==> src/rtl/spsram_rr_arb_pkg.sv <==
// Shared types and width helpers for the round-robin single-port SRAM arbiter.
package spsram_rr_arb_pkg;

    // Wide enough for the largest legal requester count (16).
    localparam int TAG_IDW = 4;

    function automatic int idx_w(input int n);
        return (n <= 2) ? 1 : $clog2(n);
    endfunction

    typedef struct packed {
        logic               vld;
        logic [TAG_IDW-1:0] id;
    } tag_t;

endpackage

==> src/rtl/spsram_rr_arb_rr_pick.sv <==
// Round-robin pick: lowest set request at or above ptr, wrapping to the bottom.
module spsram_rr_arb_rr_pick
    import spsram_rr_arb_pkg::*;
#(
    parameter int REQ_N = 4,
    parameter int IDW   = idx_w(REQ_N)
) (
    input  logic [REQ_N-1:0] req,
    input  logic [IDW-1:0]   ptr,
    output logic [REQ_N-1:0] gnt,
    output logic [IDW-1:0]   gnt_id
);

    logic [2*REQ_N-1:0] dbl;
    logic               found;

    // Lower copy masked below ptr, upper copy intact: first hit is the wrapped winner.
    always_comb begin
        dbl = {req, req};
        for (int i = 0; i < REQ_N; i++) begin
            if (i < int'(ptr)) dbl[i] = 1'b0;
        end
        found  = 1'b0;
        gnt_id = '0;
        for (int i = 0; i < 2*REQ_N; i++) begin
            if (!found && dbl[i]) begin
                found  = 1'b1;
                gnt_id = IDW'(i % REQ_N);
            end
        end
        gnt = '0;
        if (found) gnt[gnt_id] = 1'b1;
    end

endmodule

==> src/rtl/spsram_rr_arb.sv <==
// Round-robin arbiter sharing one latency-pipelined single-port SRAM between
// REQ_N requesters, returning read data as a one-hot response LATENCY_N cycles later.
module spsram_rr_arb
    import spsram_rr_arb_pkg::*;
#(
    parameter int W         = 32,
    parameter int N         = 128,
    parameter int LATENCY_N = 1,
    parameter int REQ_N     = 4,
    localparam int AW       = idx_w(N),
    localparam int IDW      = idx_w(REQ_N)
) (
    input  logic                clk,
    input  logic                rst,
    input  logic [REQ_N-1:0]    req_vld,
    input  logic [REQ_N-1:0]    req_wen,
    input  logic [REQ_N*AW-1:0] req_addr,
    input  logic [REQ_N*W-1:0]  req_din,
    output logic [REQ_N-1:0]    req_rdy,
    output logic [REQ_N-1:0]    rsp_vld_r,
    output logic [W-1:0]        rsp_dout,
    output logic                sram_en,
    output logic                sram_wen,
    output logic [AW-1:0]       sram_addr,
    output logic [W-1:0]        sram_din,
    input  logic [W-1:0]        sram_dout_r,
    output logic                busy_r
);

    logic [IDW-1:0]       ptr_q, ptr_d;
    logic [IDW-1:0]       gnt_id;
    logic [REQ_N-1:0]     gnt;
    logic [LATENCY_N-1:0] tag_vld;
    tag_t                 tag_last;

    spsram_rr_arb_rr_pick #(
        .REQ_N (REQ_N),
        .IDW   (IDW)
    ) u_pick (
        .req    (req_vld),
        .ptr    (ptr_q),
        .gnt    (gnt),
        .gnt_id (gnt_id)
    );

    assign req_rdy = gnt;

    // gnt_id is 0 when idle, so addr/din stay defined.
    always_comb begin
        sram_en   = |gnt;
        sram_wen  = sram_en & req_wen[gnt_id];
        sram_addr = req_addr[int'(gnt_id)*AW +: AW];
        sram_din  = req_din[int'(gnt_id)*W +: W];
    end

    always_comb begin
        ptr_d = ptr_q;
        if (sram_en) ptr_d = (gnt_id == IDW'(REQ_N-1)) ? '0 : gnt_id + 1'b1;
    end

    always_ff @(posedge clk or posedge rst) begin
        if (rst) ptr_q <= '0;
        else     ptr_q <= ptr_d;
    end

    // Requester-ID pipe running in lockstep with the SRAM read pipeline.
    for (genvar k = 0; k < LATENCY_N; k++) begin : g_tag
        tag_t tag_d, tag_q;
        if (k == 0) begin : g_head
            always_comb begin
                tag_d.vld = sram_en & ~sram_wen;
                tag_d.id  = TAG_IDW'(gnt_id);
            end
        end else begin : g_body
            always_comb tag_d = g_tag[k-1].tag_q;
        end
        always_ff @(posedge clk or posedge rst) begin
            if (rst) tag_q <= '0;
            else     tag_q <= tag_d;
        end
        assign tag_vld[k] = tag_q.vld;
    end

    assign tag_last = g_tag[LATENCY_N-1].tag_q;

    always_comb begin
        rsp_vld_r = '0;
        for (int k = 0; k < REQ_N; k++) begin
            rsp_vld_r[k] = tag_last.vld && (tag_last.id == TAG_IDW'(k));
        end
    end

    assign rsp_dout = sram_dout_r;
    assign busy_r   = |tag_vld;

endmodule
==> config.mk <==
export PLATFORM = sky130hd
export DESIGN_NAME = spsram_rr_arb
export DESIGN_NICKNAME = d
export VERILOG_FILES = /design/src/rtl/spsram_rr_arb_pkg.sv /design/src/rtl/spsram_rr_arb_rr_pick.sv /design/src/rtl/spsram_rr_arb.sv
export SDC_FILE = /design/constraint.sdc
export NUM_CORES = 1
export LEC_CHECK = 0
export CORE_AREA = 2 2 108 110
export CTS_BUF_LIST = sky130_fd_sc_hd__clkbuf_8
export CTS_CLUSTER_DIAMETER = 60
export DETAILED_ROUTE_END_ITERATION = 16
export DIE_AREA = 0 0 110 112
export SLEW_MARGIN = 20
export SYNTH_ARGS = -nofsm -noshare
export SYNTH_HDL_FRONTEND = slang
export SYNTH_HIERARCHICAL = 1
export SYNTH_SLANG_ARGS = --single-unit
==> constraint.sdc <==
create_clock -name clk -period 3.2 [get_ports clk]
set_clock_uncertainty 0.1 [all_clocks]
set_input_delay 0.48 -clock clk [delete_from_list [all_inputs] [get_ports clk]]
set_output_delay 0.48 -clock clk [all_outputs]
set_load 0.05 [all_outputs]
==> results.py, run 1 <==
metrics = {
    "sta": {
        "tightest_slew_ps": 531,
        "min_period_ps": 3130,
        "timing.fmax_mhz": 319,
        "period_share_pct": 97.9,
        "report.final.slew_viol_count": 0,
        "finalHoldViolations": 0,
        "setup_violations": 0,
        "maxSlewHeadroom_pct": 64.5,
        "fin_setup_tns_ps": 0,
    },
    "global_routing": {
        "use_met2_pct": 23.5,
        "grt_pass1_wl_um": 10600,
        "antenna_found_initial": 0,
        "grt_start_max_net_pins": 20,
        "grt-busiest-layer": "met2",
        "grt_use_met1_pct": 9.47,
        "grtUsageMet3_pct": 4.10,
        "grt_overflow": 0,
        "grt_util_all_layers_pct": 11.3,
        "first_global_vias": 2139,
    },
    "yosys": {
        "synth_flop_cell": "dfrtp_1",
        "postSynthCellCount": 131,
        "synth-edff-count": 0,
        "synth_common_cells": "mux4_2, buf_4, nor2_1",
        "yosysMostFrequentCell": "mux4_2",
        "synth.distinct_cells": 31,
        "synthTopCellsByArea": "mux4_2, buf_4, dfrtp_1, buf_12, nor2_1",
        "ys_seq_elements": 5,
        "syn-cell-area_um2": 1690,
        "synth_top_area_share_pct": 53.5,
        "yosys_warnings": 6,
        "ys_seq_area_share_pct": 7.42,
        "async_flop_share_pct": 100,
        "avgSynthCellArea_um2": 12.9,
        "synth_area_leader_cell": "mux4_2",
        "syn_nets": 330,
    },
    "power": {
        "power_leakage_nw": 1.48,
        "p_per_area_nw_per_um2": 775,
        "ir_worst_vdd_mv": 0.402,
    },
    "route": {
        "drtIter0Drc": 47,
        "route.detailed.drc": 0,
        "via_per_inst": 4.19,
        "wl_per_cell_um": 16.6,
        "postRouteAntennaNets": 0,
        "drtPass1Iterations": 4,
        "routed_wl_um": 7700,
        "vias": 1944,
    },
    "worst_setup_path": {
        "start_kind": "input port",
        "crit_top_cell": "buf_12",
        "crit_buf_inv": 5,
        "reg2reg_depth": 7,
        "crit_family": "buffers and inverters",
        "end_kind": "output pin",
        "rrSetupSlack_ps": 1000,
        "worstPathRequired_ps": 2620,
        "slowest_delay_ps": 510,
        "critPathArrivalTime_ps": 2550,
        "timing.rr.end": "busy_r",
        "cp.depth": 9,
        "timing.rr.start": "ptr_q[1]",
        "path_cells": "clkdlybuf4s50_1 -> mux2i_1 -> nor2_1 -> a311oi_4 -> buf_12 -> buf_12 -> buf_16 -> mux4_2 -> buf_4",
        "cp_max_fo": 8,
        "crit_type": "input port to output pin",
        "crit_slowest_cell": "mux4_2",
    },
    "worst_hold_path": {
        "worstHoldPathType": "input port to async pin",
    },
    "cts": {
        "cts_hold_buffers": 0,
        "clockBufferDepth": 2,
        "cts_buffers": 3,
        "clock_sinks": 5,
        "clockRootBuffer": "clkbuf_8",
        "tritoncts": "built",
        "clock_latency_ps": 220,
        "cts.htree.levels": 1,
        "clk_pin_slew_worst_paths_ps": 40,
    },
    "status": {
        "status": "completed",
    },
    "cells_and_area": {
        "area_growth_pct": 128,
        "stdcell_area_um2": 3840,
        "drive_above_1_share_pct": 34.9,
        "fin_nets": 521,
        "antennaDiodeCount": 0,
        "final_util_pct": 34.3,
    },
    "floorplan": {
        "die_w_um": 110,
        "die_area_um2": 12300,
        "start_util_pct": 15.1,
        "rows": 39,
        "ios": 280,
        "die_y_um": 112,
        "core_area_um2": 11200,
    },
    "job": {
        "drv_cap": 0,
    },
    "placed_design": {
        "dpl_cell_area_um2": 3700,
        "portBuffers": 215,
        "hpwlAfterDp_um": 6800,
        "gp_congestion": 0.775,
    },
}
## cells in the final DEF (no fill, tap or decap), types with 2 or more instances in the layout
cell and count:
a21oi_1 4, buf_12 5, dlygate4sd2_1 2, buf_4 48
dfrtp_1 5, clkbuf_8 3, clkdlybuf4s50_1 168, buf_16 2
o221a_2 2, o21ai_0 3, inv_1 6, nor2_1 7
mux4_2 40, buf_6 5
## report_power, final
group / switching [W] / internal (W)
registers: 0.0000449 / 0.0000933
clock network: 0.0000315 / 0.0000823
logic: 0.00152 / 0.00120
total: 0.00160 / 0.00137
## timing repair
action,4_1_cts,5_1_grt
resized for setup,5,7
endpoints found under the hold margin,0,0
pin swaps,1,0
setup endpoints to repair,17,9
gates cloned,1,0
buffers inserted,1,1
## worst max path at each step
stage                         endpoint        from
after floorplan               sram_wen  req_vld[1]
after global placement    sram_din[31]  req_vld[2]
after detailed placement  sram_din[10]  req_vld[2]
after CTS                 sram_din[24]  req_vld[0]
after global routing      sram_din[28]  req_vld[0]
final                     sram_din[28]  req_vld[0]
## routing by layer
metal | routed length [um] | up-vias
met5 | 0 | -
met4 | 99 | 0
met3 | 1080 | 12
met2 | 4370 | 154
met1 | 2140 | 898
li1 | - | 880
## per-stage QoR
stage	power (W)	hold slack (ps)	cells	setup slack (ps)
global placement	0.00276	561	457	22.4
CTS	0.00297	367	463	31.1
global route	0.00313	375	464	-1.83
detailed placement	0.00278	578	457	-30.4
finish	0.00297	361	464	67.3
floorplan	0.00210	159	131	117
## registers in the layout, indices dropped and copies added, names as in the netlist
signal and flops:
g_tag.tag_q 2, ptr_q 2, busy_r 1
## cell families after synthesis
logic type	synth area share, %
buffers and inverters	23.7
multiplexers	55.4
AO/OA/AOI/OAI	6.76
AND/OR/NAND/NOR	6.01
flip-flops	7.42
adder cells (fa/ha/maj)	0.742
## layout make-up
type                            instances  area [um^2]
Inverter                                5         18.8
Fill cell                            1127         7340
Multi-Input combinational cell         76         1180
Tap cell                              143          179
Clock inverter                          1         3.75
Clock buffer                            3         41.3
Timing Repair Buffer                  231         2290
Sequential cell                         5          125
(Power assumes the default switching activity.)
==> inputs of run 2 (changes only) <==
--- a/config.mk
+++ b/config.mk
@@ -13,5 +13,4 @@
 export SLEW_MARGIN = 20
 export SYNTH_ARGS = -nofsm -noshare
 export SYNTH_HDL_FRONTEND = slang
-export SYNTH_HIERARCHICAL = 1
 export SYNTH_SLANG_ARGS = --single-unit
==> run 2 against run 1 <==
Effect of this change:
- via count up 14%
- combinational power up 18%
- sequential cell count did not move
- non-clock buffer count shrank 7
- global-route usage is 0.66 points higher
- clock power decreased by 4%
- setup slack better by 110 ps
- final cell count grew 14%
- hold slack worse by 1.9 ps
- sequential power down 10%
- total power up 16%
- count of clock-buffer cells in the layout did not move
- largest cell class unchanged
==> results.py, run 2 <==
metrics = {
    "route": {
        "postRouteAntennaNets": 0,
        "drtPass1Iterations": 4,
        "vias": 2215,
        "via_per_inst": 4.18,
        "routed_wl_um": 7990,
        "wl_per_cell_um": 15.1,
        "route.detailed.drc": 0,
        "drtIter0Drc": 52,
    },
    "cts": {
        "clock_sinks": 5,
        "clockBufferDepth": 2,
        "clockRootBuffer": "clkbuf_8",
        "ctsResizeCount": 0,
        "cts_setup_buffers": 0,
        "cts_buffers": 3,
        "clk_pin_slew_worst_paths_ps": 30,
        "cts.htree.levels": 1,
        "cts_hold_buffers": 0,
        "clock_latency_ps": 210,
        "tritoncts": "built",
    },
    "cells_and_area": {
        "layout_common_cells": "clkdlybuf4s50_1, mux2i_1, buf_12, inv_1",
        "drive_above_1_share_pct": 15.5,
        "fin_nets": 590,
        "area_growth_pct": 122,
        "antennaDiodeCount": 0,
        "final_cells": 530,
        "layout_commonest_cell": "clkdlybuf4s50_1",
    },
    "yosys": {
        "synth_flop_cell": "dfrtp_1",
        "ys_seq_area_share_pct": 6.16,
        "postSynthCellCount": 205,
        "avgSynthCellArea_um2": 9.91,
        "yosysMostFrequentCell": "mux2i_1",
        "synth.distinct_cells": 23,
        "async_flop_share_pct": 100,
        "synthTopCellsByArea": "mux2i_1, buf_4, buf_12, dfrtp_1, ha_1",
        "synth_top_area_share_pct": 59.1,
        "ys_seq_elements": 5,
        "synth_common_cells": "mux2i_1, buf_4, buf_12",
        "synth-edff-count": 0,
        "syn-cell-area_um2": 2030,
        "syn_nets": 407,
        "synth_area_leader_cell": "mux2i_1",
        "yosys_warnings": 0,
    },
    "sta": {
        "setup_violations": 0,
        "period_share_pct": 94.5,
        "rsz0062_at_grt": "false",
        "timing.fmax_mhz": 331,
        "whs_ps": 359,
        "maxSlewHeadroom_pct": 64.7,
        "report.final.slew_viol_count": 0,
        "finalHoldViolations": 0,
        "fin_setup_tns_ps": 0,
        "tightest_slew_ps": 525,
        "min_period_ps": 3020,
    },
    "worst_setup_path": {
        "crit_type": "input port to output pin",
        "end_kind": "output pin",
        "critPathArrivalTime_ps": 2440,
        "worstPathRequired_ps": 2620,
        "cp_max_fo": 24,
        "start_kind": "input port",
    },
    "global_routing": {
        "grt_pass1_wl_um": 11600,
        "antenna_found_initial": 0,
        "grt_overflow": 0,
        "grt_util_all_layers_pct": 11.9,
        "first_global_vias": 2316,
        "grt_start_max_net_pins": 28,
    },
    "worst_hold_path": {
        "worstHoldPathType": "input port to async pin",
    },
    "power": {
        "seq_power_share_pct": 3.6,
        "ir_worst_vdd_mv": 0.442,
        "p_comb_share_pct": 93.2,
        "p_per_area_nw_per_um2": 765,
        "power_leakage_nw": 2.02,
        "p_sw_w": 0.00171,
        "p_int_w": 0.00174,
        "pwr-share-clk_pct": 3.2,
        "switching_share_pct": 49.6,
    },
    "placed_design": {
        "dpl.cell_count": 526,
        "portBuffers": 215,
        "gp_congestion": 0.784,
        "hpwlAfterDp_um": 6970,
    },
    "floorplan": {
        "ios": 280,
        "core_area_um2": 11200,
        "die_w_um": 110,
        "die_area_um2": 12300,
        "die_y_um": 112,
        "rows": 39,
        "start_util_pct": 18.2,
    },
    "job": {
        "drv_cap": 0,
    },
    "status": {
        "status": "completed",
    },
}
==> run 2: worst paths after layout <==
| check | startpoint | to | slack, ps | cells past startpoint |
|---|---|---|---|---|
| worst max-delay path | req_vld[2] | req_rdy[2] | 180 | 9 |
| worst max register to register | ptr_q[1] | ptr_q[1] | 1060 | 6 |
| worst min register to register | ptr_q[0] | ptr_q[0] | 490 | 2 |
| worst min-delay path | rst | g_tag[0].tag_q[1] | 360 | 2 |
| min in group clk | ptr_q[0] | ptr_q[0] | 490 | 2 |
| max in group asynchronous | rst | ptr_q[1] | 2470 | 2 |
==> run 2: layout make-up <==
type                       count  area (um^2)
timing repair buffer         224         2710
sequential                     5          125
multi-input combinational    149         1430
fill                        1079         6670
tap                          143          179
inverter                       5         18.8
clock buffer                   3         41.3
clock inverter                 1         3.75
==> run 2: kinds of logic after synthesis <==
family	count (synthesis)	synth area share (%)
muxes	121	59.7
and+or+nand+nor	17	4.86
AOI/OAI and AO/OA	7	2.65
buffers and inverters	51	24.2
adders and majority gates	4	2.46
DFF	5	6.16
==> run 2: routing by layer <==
| metal | up-vias | part of all wire, % | track usage, % |
|---|---|---|---|
| li1 | 1076 | - | - |
| met1 | 994 | 31 | 11.3 |
| met2 | 127 | 56 | 24.5 |
| met3 | 18 | 12 | 3.28 |
| met4 | 0 | 1.2 | 2.45 |
| met5 | - | 0 | 0 |
==> run 2: worst max-delay path: stages <==
cell             delay (ps)
clkdlybuf4s50_1         490
mux2i_1                 160
nor2_1                   60
nor3_2                  370
buf_12                  240
inv_1                   100
ha_1                    210
and2_1                  130
buf_4                   180
==> run 2: power groups by stage <==
| stage | registers (W) | clock network [W] | logic, W |
|---|---|---|---|
| floorplan | 0.000131 | 0 | 0.00200 |
| global placement | 0.000122 | 0 | 0.00323 |
| detailed placement | 0.000124 | 0 | 0.00325 |
| CTS | 0.000124 | 0.000112 | 0.00326 |
| global route | 0.000128 | 0.000118 | 0.00336 |
| finish | 0.000124 | 0.000109 | 0.00321 |
==> run 2: metrics by stage <==
stage               area, um^2  total power, W  utilization (%)  worst slack (ps)
CTS                       4510         0.00349             40.4               133
global route              4510         0.00361             40.4              67.6
global placement          4460         0.00335             40.0               240
floorplan                 2030         0.00213                -               585
detailed placement        4460         0.00337             40.0               136
finish                    4510         0.00345             40.4               177
